### src/rtl/microcode_sequencer.sv
// Microcode sequencer for the 8-bit computer: T-state counter, opcode/flag decode, halt state.
// Optional build macro EARLY_END_EN: instructions retire after their last non-zero microstep.
module microcode_sequencer #(
  parameter int unsigned NUM_STEPS = 5,
  parameter int unsigned STEP_W    = 3
) (
  input  logic              clk,
  input  logic              RESETn,
  input  logic [3:0]        opcode,
  input  logic              carry_flag,
  input  logic              zero_flag,
  output logic [15:0]       ctrl,
  output logic [STEP_W-1:0] step,
  output logic              halted
);

  localparam logic [15:0] C_HLT = 16'h8000;
  localparam logic [15:0] C_MI  = 16'h4000;
  localparam logic [15:0] C_RI  = 16'h2000;
  localparam logic [15:0] C_RO  = 16'h1000;
  localparam logic [15:0] C_IO  = 16'h0800;
  localparam logic [15:0] C_II  = 16'h0400;
  localparam logic [15:0] C_AI  = 16'h0200;
  localparam logic [15:0] C_AO  = 16'h0100;
  localparam logic [15:0] C_EO  = 16'h0080;
  localparam logic [15:0] C_SU  = 16'h0040;
  localparam logic [15:0] C_BI  = 16'h0020;
  localparam logic [15:0] C_OI  = 16'h0010;
  localparam logic [15:0] C_CE  = 16'h0008;
  localparam logic [15:0] C_CO  = 16'h0004;
  localparam logic [15:0] C_J   = 16'h0002;
  localparam logic [15:0] C_FI  = 16'h0001;

  localparam logic [3:0] OP_NOP = 4'b0000;
  localparam logic [3:0] OP_LDA = 4'b0001;
  localparam logic [3:0] OP_ADD = 4'b0010;
  localparam logic [3:0] OP_SUB = 4'b0011;
  localparam logic [3:0] OP_STA = 4'b0100;
  localparam logic [3:0] OP_LDI = 4'b0101;
  localparam logic [3:0] OP_JMP = 4'b0110;
  localparam logic [3:0] OP_JC  = 4'b0111;
  localparam logic [3:0] OP_JZ  = 4'b1000;
  localparam logic [3:0] OP_OUT = 4'b1110;
  localparam logic [3:0] OP_HLT = 4'b1111;

  localparam logic [STEP_W-1:0] LAST_STEP = STEP_W'(NUM_STEPS - 1);

  typedef enum logic {
    ST_RUN  = 1'b0,
    ST_HALT = 1'b1
  } state_t;

  state_t            r_state;
  state_t            w_state_nxt;
  logic [STEP_W-1:0] r_step;
  logic [STEP_W-1:0] w_step_nxt;
  int unsigned       w_step_i;
  logic [15:0]       w_ucode;
  logic              w_early_end;

  assign w_step_i = int'(r_step);

  // Microcode ROM; indexing by integer step keeps truncated (NUM_STEPS<5) builds free of aliased entries.
  always_comb begin
    w_ucode = '0;
    case (w_step_i)
      0: w_ucode = C_CO | C_MI;
      1: w_ucode = C_RO | C_II | C_CE;
      2: begin
        case (opcode)
          OP_LDA, OP_ADD, OP_SUB, OP_STA: w_ucode = C_IO | C_MI;
          OP_LDI: w_ucode = C_IO | C_AI;
          OP_JMP: w_ucode = C_IO | C_J;
          OP_JC:  w_ucode = carry_flag ? (C_IO | C_J) : '0;
          OP_JZ:  w_ucode = zero_flag  ? (C_IO | C_J) : '0;
          OP_OUT: w_ucode = C_AO | C_OI;
          OP_HLT: w_ucode = C_HLT;
          default: w_ucode = '0;
        endcase
      end
      3: begin
        case (opcode)
          OP_LDA: w_ucode = C_RO | C_AI;
          OP_ADD, OP_SUB: w_ucode = C_RO | C_BI;
          OP_STA: w_ucode = C_AO | C_RI;
          default: w_ucode = '0;
        endcase
      end
      4: begin
        case (opcode)
          OP_ADD: w_ucode = C_EO | C_AI | C_FI;
          OP_SUB: w_ucode = C_EO | C_AI | C_SU | C_FI;
          default: w_ucode = '0;
        endcase
      end
      default: w_ucode = '0;
    endcase
  end

`ifdef EARLY_END_EN
  int unsigned w_end_step;

  // JC/JZ end after T2 whether or not the jump is taken.
  always_comb begin
    w_end_step = 1;
    case (opcode)
      OP_LDA, OP_STA: w_end_step = 3;
      OP_ADD, OP_SUB: w_end_step = 4;
      OP_LDI, OP_JMP, OP_JC, OP_JZ, OP_OUT, OP_HLT: w_end_step = 2;
      OP_NOP: w_end_step = 1;
      default: w_end_step = 1;
    endcase
  end

  assign w_early_end = (w_step_i == w_end_step);
`else
  assign w_early_end = 1'b0;
`endif

  always_ff @(posedge clk or negedge RESETn) begin
    if (!RESETn) begin
      r_state <= ST_RUN;
      r_step  <= '0;
    end else begin
      r_state <= w_state_nxt;
      r_step  <= w_step_nxt;
    end
  end

  always_comb begin
    w_state_nxt = r_state;
    w_step_nxt  = r_step;
    case (r_state)
      ST_RUN: begin
        if (w_ucode[15]) begin
          w_state_nxt = ST_HALT;
        end else if ((r_step == LAST_STEP) || w_early_end) begin
          w_step_nxt = '0;
        end else begin
          w_step_nxt = r_step + STEP_W'(1);
        end
      end
      ST_HALT: begin
        w_state_nxt = ST_HALT;
        w_step_nxt  = r_step;
      end
      default: begin
        w_state_nxt = ST_RUN;
        w_step_nxt  = '0;
      end
    endcase
  end

  always_comb begin
    ctrl   = '0;
    halted = 1'b0;
    step   = r_step;
    case (r_state)
      ST_RUN:  ctrl = w_ucode;
      ST_HALT: halted = 1'b1;
      default: ctrl = '0;
    endcase
  end

endmodule

### config.mk
export PLATFORM = sky130hd
export DESIGN_NAME = microcode_sequencer
export DESIGN_NICKNAME = d
export VERILOG_FILES = /design/src/rtl/microcode_sequencer.sv
export SDC_FILE = /design/constraint.sdc
export NUM_CORES = 1
export LEC_CHECK = 0
export ABC_AREA = 0
export ABC_CLOCK_PERIOD_IN_PS = 1500
export BUFFER_PORTS_ARGS = -buffer_cell sky130_fd_sc_hd__buf_2
export CORE_ASPECT_RATIO = 0.9
export CORE_UTILIZATION = 30
export DETAILED_ROUTE_END_ITERATION = 10
export HOLD_SLACK_MARGIN = 0.15
export PLACE_DENSITY = 0.56
export SLEW_MARGIN = 20
export SYNTH_ARGS = -nofsm -noshare
export SYNTH_HDL_FRONTEND = slang
export SYNTH_SLANG_ARGS = --single-unit
export TNS_END_PERCENT = 1
### constraint.sdc
create_clock -name clk -period 1.5 [get_ports clk]
set_clock_uncertainty 0.05 [all_clocks]
set_input_delay 0.15 -clock clk [delete_from_list [all_inputs] [get_ports clk]]
set_output_delay 0.15 -clock clk [all_outputs]
set_load 0.01 [all_outputs]
Word-level counts from Yosys, hierarchy flattened
Cells that the tools add are included.

word-level totals
  register bits after elaboration = 4
  output and inout bits = 20
  bits of input ports = 8

cells by class
  reductions and logical operators = 4
  add/subtract/negate cells = 1
  mux-type cells = 13
  bitwise operators = 1
  eq/ne operators = 15

operator list
  cell                                                              number
  16-bit case mux with 7 select lines                               1
  16-bit case mux with 5 select lines                               1
  14-bit case mux with 3 select lines                               1
  32-bit zero test                                                  1
  12-bit two-way mux                                                2
  10-bit case mux with 2 select lines                               1
  4-bit by 3-bit == test with 1-bit output (second input constant)  4
  16-bit two-way mux                                                1
  4-bit == test (second input constant)                             3
  3-bit two-way mux                                                 3
  4-bit by 2-bit == test with 1-bit output (second input constant)  2
  3-bit by 2-bit == test with 1-bit output (second input constant)  2
  4-bit by 1-bit == test with 1-bit output (second input constant)  1
  4-bit OR reduction                                                1
  3-bit by 1-bit adder with 3-bit output (second input constant)    1
  3-bit by 1-bit == test with 1-bit output (second input constant)  1
  3-bit == test (second input constant)                             1
  1-bit two-way mux                                                 2
  2-bit != test (second input constant)                             1
  1-bit case mux with 2 select lines                                1
  2-bit AND reduction                                               1
  2-bit OR reduction                                                1
  1-bit NOT                                                         1

Depth between registers and ports, before layout
  word-level depth = 6
  mapped depth = 7
  depth with buffers taken out = 5

Worst setup path after synthesis
No wires, ideal clock.

  kind = reg2out
  from = register r_step[0], in the netlist step[0]
  to = output port ctrl[8]
  data arrival time = 1.539 ns
  data required time = 1.300 ns
  stages on the path, launching flop included = 6
  buffers on the path = 0
  slack = -0.239 ns
  cells stage by stage = dfrtp_1 > inv_1 > ha_1 > or3b_1 > o22a_1 > nor3b_2

on the way
  word-level cells in the longest chain between the ends = 3
  elaborated cells between the ends (all ways) = 7
  those cells by class = eq/ne: 4; mux: 2; reduce/logical: 1

RTL lines
  item                                            RTL line  text
  start, declared                                 55        logic [STEP_W-1:0] r_step;
  start signal, assigned                          126       r_step <= w_step_nxt;
  32-bit zero test, or another cell as far along  66        case (w_step_i)
  16-bit case mux with 5 select lines *           66
  16-bit two-way mux *                            158       case (r_state)
  end, declared                                   12        output logic [15:0] ctrl,

Every way passes the cells marked *; elsewhere a longest branch is shown, timed or not.

Final worst setup path
Ends and elaborated chain as after synthesis.

==> impl_metrics.csv <==
group,metric,value,unit
outcome,status,"finished, violations left",
setup_path,slowest_delay,410,ps
placed_design,port_buffers,27,
floorplanning,dieArea,2137,um^2
detailed_routing,dr.pass1.iters,2,
timing,drv_slew,0,
detailed_routing,wl_per_cell,11.39,um
detailed_routing,avgViaCountPerCell,4.807,
finish,drive_above_1_share,63.79,%
grt,grt_use_met3,1.053,%
logic_synthesis,syn-cell-area,586.8,um^2
setup_path,worstSetupPathType,"register to output port",
detailed_routing,wl,1.595,mm
timing,fmax,526.3,MHz
clock_tree,h-tree-depth,1,
power_and_ir_drop,power.leakage,0.4642,nW
floorplanning,die_w,48.62,um
setup_path,crit-reg2reg-capture,"step[2]",
finish,utilization,56.07,%
logic_synthesis,syn_avg_cell_area,7.824,um^2
floorplanning,rows,14,
floorplanning,io_pins,28,
clock_tree,cts_buffer_depth,2,
clock_tree,clk_latency,240,ps
timing,hold_viol_final,0,
grt,grt_pass1_wl,2.497,mm
setup_path,critPathCaptureType,"output port",
logic_synthesis,ys_top_cells_by_count,"nand2_1 (7), a21oi_1 (6), nor2_1 (6), ha_1 (5)",
grt,overflow,0,
floorplanning,start_util,33.50,%
grt,busiest_layer,"met2",
logic_synthesis,yosys.area.top_type,"dfrtp_1",
grt,grtUsageMet1,18.83,%
logic_synthesis,synthCells,75,
grt,grt_max_degree,13,
setup_path,startpoint_type,"register",
placed_design,place.gp.congestion,0.7431,
clock_tree,numCtsBuffers,3,
floorplanning,coreArea,1752,um^2
clock_tree,cts_tree,"done",
setup_path,cp.arrival,1700,ps
logic_synthesis,ys_warn_count,0,
finish,antennaDiodeCount,0,
setup_path,ff2ff_path_depth,6,
logic_synthesis,synth_edf_count,0,
power_and_ir_drop,ir_drop,1.061,mV
logic_synthesis,synth_adder_area_share,10.66,%
clock_tree,clk_pin_slew,40,ps
setup_path,crit_chain,"inv_2, ha_4, or3b_4, o22a_1, nor3b_2, buf_2",
grt,antenna_found_initial,0,
clock_tree,root_buffer,"clkbuf_4",
logic_synthesis,synth_most_common_cell,"nand2_1",
logic_synthesis,synth_top_cells_by_area,"dfrtp_1 (17%), ha_1 (11%), a21oi_1 (5.1%), mux2_4 (5.1%), nand2_1 (4.5%)",
grt,grt_pass1_vias,572,
setup_path,r2r_setup_slack,-70,ps
detailed_routing,via_count,673,
timing,tightest_slew,227.3,ps
clock_tree,cts.sinks,4,
logic_synthesis,synth-simple-area-share,36.25,%
placed_design,dpl.hpwl,1.189,mm
logic_synthesis,synthesis.nets,88,
setup_path,r2r_start,"step[0]",
floorplanning,die_y,43.96,um
outcome,violations,"negative setup slack",
grt,grt_use_met2,27.78,%
logic_synthesis,synth_top_family_by_area,"simple AND/OR/NAND/NOR gates",
finish,syn_to_final_growth,67.38,%
min_path,hp-class,"primary input to async pin",
detailed_routing,drc,0,
finish,fin_nets,130,
job,cap_violations,0,
logic_synthesis,ys_types,35,
timing,worst_slack,-400.1,ps
logic_synthesis,synth_ff_type,"dfrtp_1",
logic_synthesis,synth-compound-area-share,18.98,%
detailed_routing,drtIter0Drc,4,
grt,grtUsageTotal,15.36,%
finish,final_cell_count_no_fill,140,
logic_synthesis,synth-seq-cells,4,
timing,period_share,126.7,%
detailed_routing,final_antenna_net_count,0,
timing,final-setup-viol-count,19,
logic_synthesis,synthXorXnorAreaFrac,0,%
power_and_ir_drop,powerDensity,1852,nW/um^2
timing,rsz0062_at_grt,"yes",
timing,finalCriticalPeriod,1900,ps
setup_path,crit_path_top_delay_cell,"dfrtp_2",
logic_synthesis,async_flop_share,100.0,%
setup_path,crit_fanout,4,
logic_synthesis,synth-seq-area-share,17.06,%
timing,relSlewSlack,84.70,%
placed_design,place_inst,133,
setup_path,critPathRequiredTime,1300,ps
logic_synthesis,synthMuxAreaShare,6.823,%
logic_synthesis,netlist.area_leader.share,17.06,%
[through the flow]
step	power, W	TNS, ps	instance area, um^2	hold WS [ps]	setup slack [ps]
after floorplan	0.0009106	-935.3	613.1	-195.6	-168.0
after global placement	0.001391	-904.3	843.3	-95.07	-188.3
after detailed placement	0.001396	-1304	843.3	-94.46	-207.9
after CTS	0.001649	-4677	920.9	182.0	-440.4
after global routing	0.001973	-5684	982.2	179.0	-456.9
final	0.001819	-4165	982.2	190.4	-400.1
[cells by family after synthesis]
family,count (synthesis)
fa+ha+maj,5
buf+inv,12
flops,4
mux,3
simple gates,36
compound gates,15
[state kept, by name, summed over array words and instances (netlist names)]
signal / cells
r_state: 1
step: 3
[cells in the final DEF (no fill, tap or decap), types with 2 or more instances in the layout]
cell	synthesis	final
a21oi_1	6	4
a21oi_2	0	2
buf_2	0	27
buf_4	2	14
buf_6	1	3
clkbuf_4	0	3
dfrtp_1	4	2
dfrtp_2	0	2
ha_4	0	3
inv_1	4	3
mux2_4	2	2
nand2_1	7	7
nand2b_1	2	2
nand3_1	4	4
nand4_1	2	2
nor2_1	6	4
nor2_2	0	2
nor3_2	0	2
nor3b_2	1	3
o211ai_1	2	2
[routing by layer]
| metal | vias up | part of all wire (%) |
|---|---|---|
| li1 | 344 | - |
| met1 | 311 | 47 |
| met2 | 18 | 50 |
| met3 | 0 | 2.8 |
| met4 | 0 | 0 |
| met5 | - | 0 |
[worst max-delay path by stage]
| stage | start | endpoint | slack (ps) |
|---|---|---|---|
| 3_3_place_gp | step[0] | ctrl[8] | -190 |
| 4_1_cts | step[0] | ctrl[8] | -440 |
| 6_report | step[0] | ctrl[8] | -400 |
| 2_1_floorplan | step[0] | ctrl[8] | -170 |
| 3_5_place_dp | step[0] | ctrl[8] | -210 |
| 5_1_grt | step[0] | ctrl[8] | -460 |
[final cells by class]
| type | instances | area [um^2] |
|---|---|---|
| Inverter | 4 | 15.01 |
| Sequential cell | 4 | 102.6 |
| Clock buffer | 4 | 26.28 |
| Multi-Input combinational cell | 59 | 524.3 |
| Timing Repair Buffer | 45 | 284.0 |
| Fill cell | 186 | 769.5 |
| Tap cell | 24 | 30.03 |
[worst max-delay path: cells and delay by family (launching register included)]
| kind | cells | cell delay (ps) |
|---|---|---|
| flops | 1 | 410 |
| simple gates | 2 | 530 |
| buf+inv | 2 | 220 |
| compound gates | 1 | 180 |
| fa+ha+maj | 1 | 120 |
[power by group]
part | total (W) | internal, W | switching (W)
logic | 0.00144 | 0.000785 | 0.000655
clock network | 0.000147 | 0.000100 | 0.0000472
registers | 0.000232 | 0.000173 | 0.0000588
total | 0.00182 | 0.00106 | 0.000761
[timing repair]
action,in CTS,in global routing
gates resized for setup,8,12
pin swaps,7,3
endpoints found under the hold margin,4,0
endpoints found under the setup margin,19,19
setup buffers,2,0
hold buffers,1,0
Note: power is estimated with default switching activity, not from simulation.
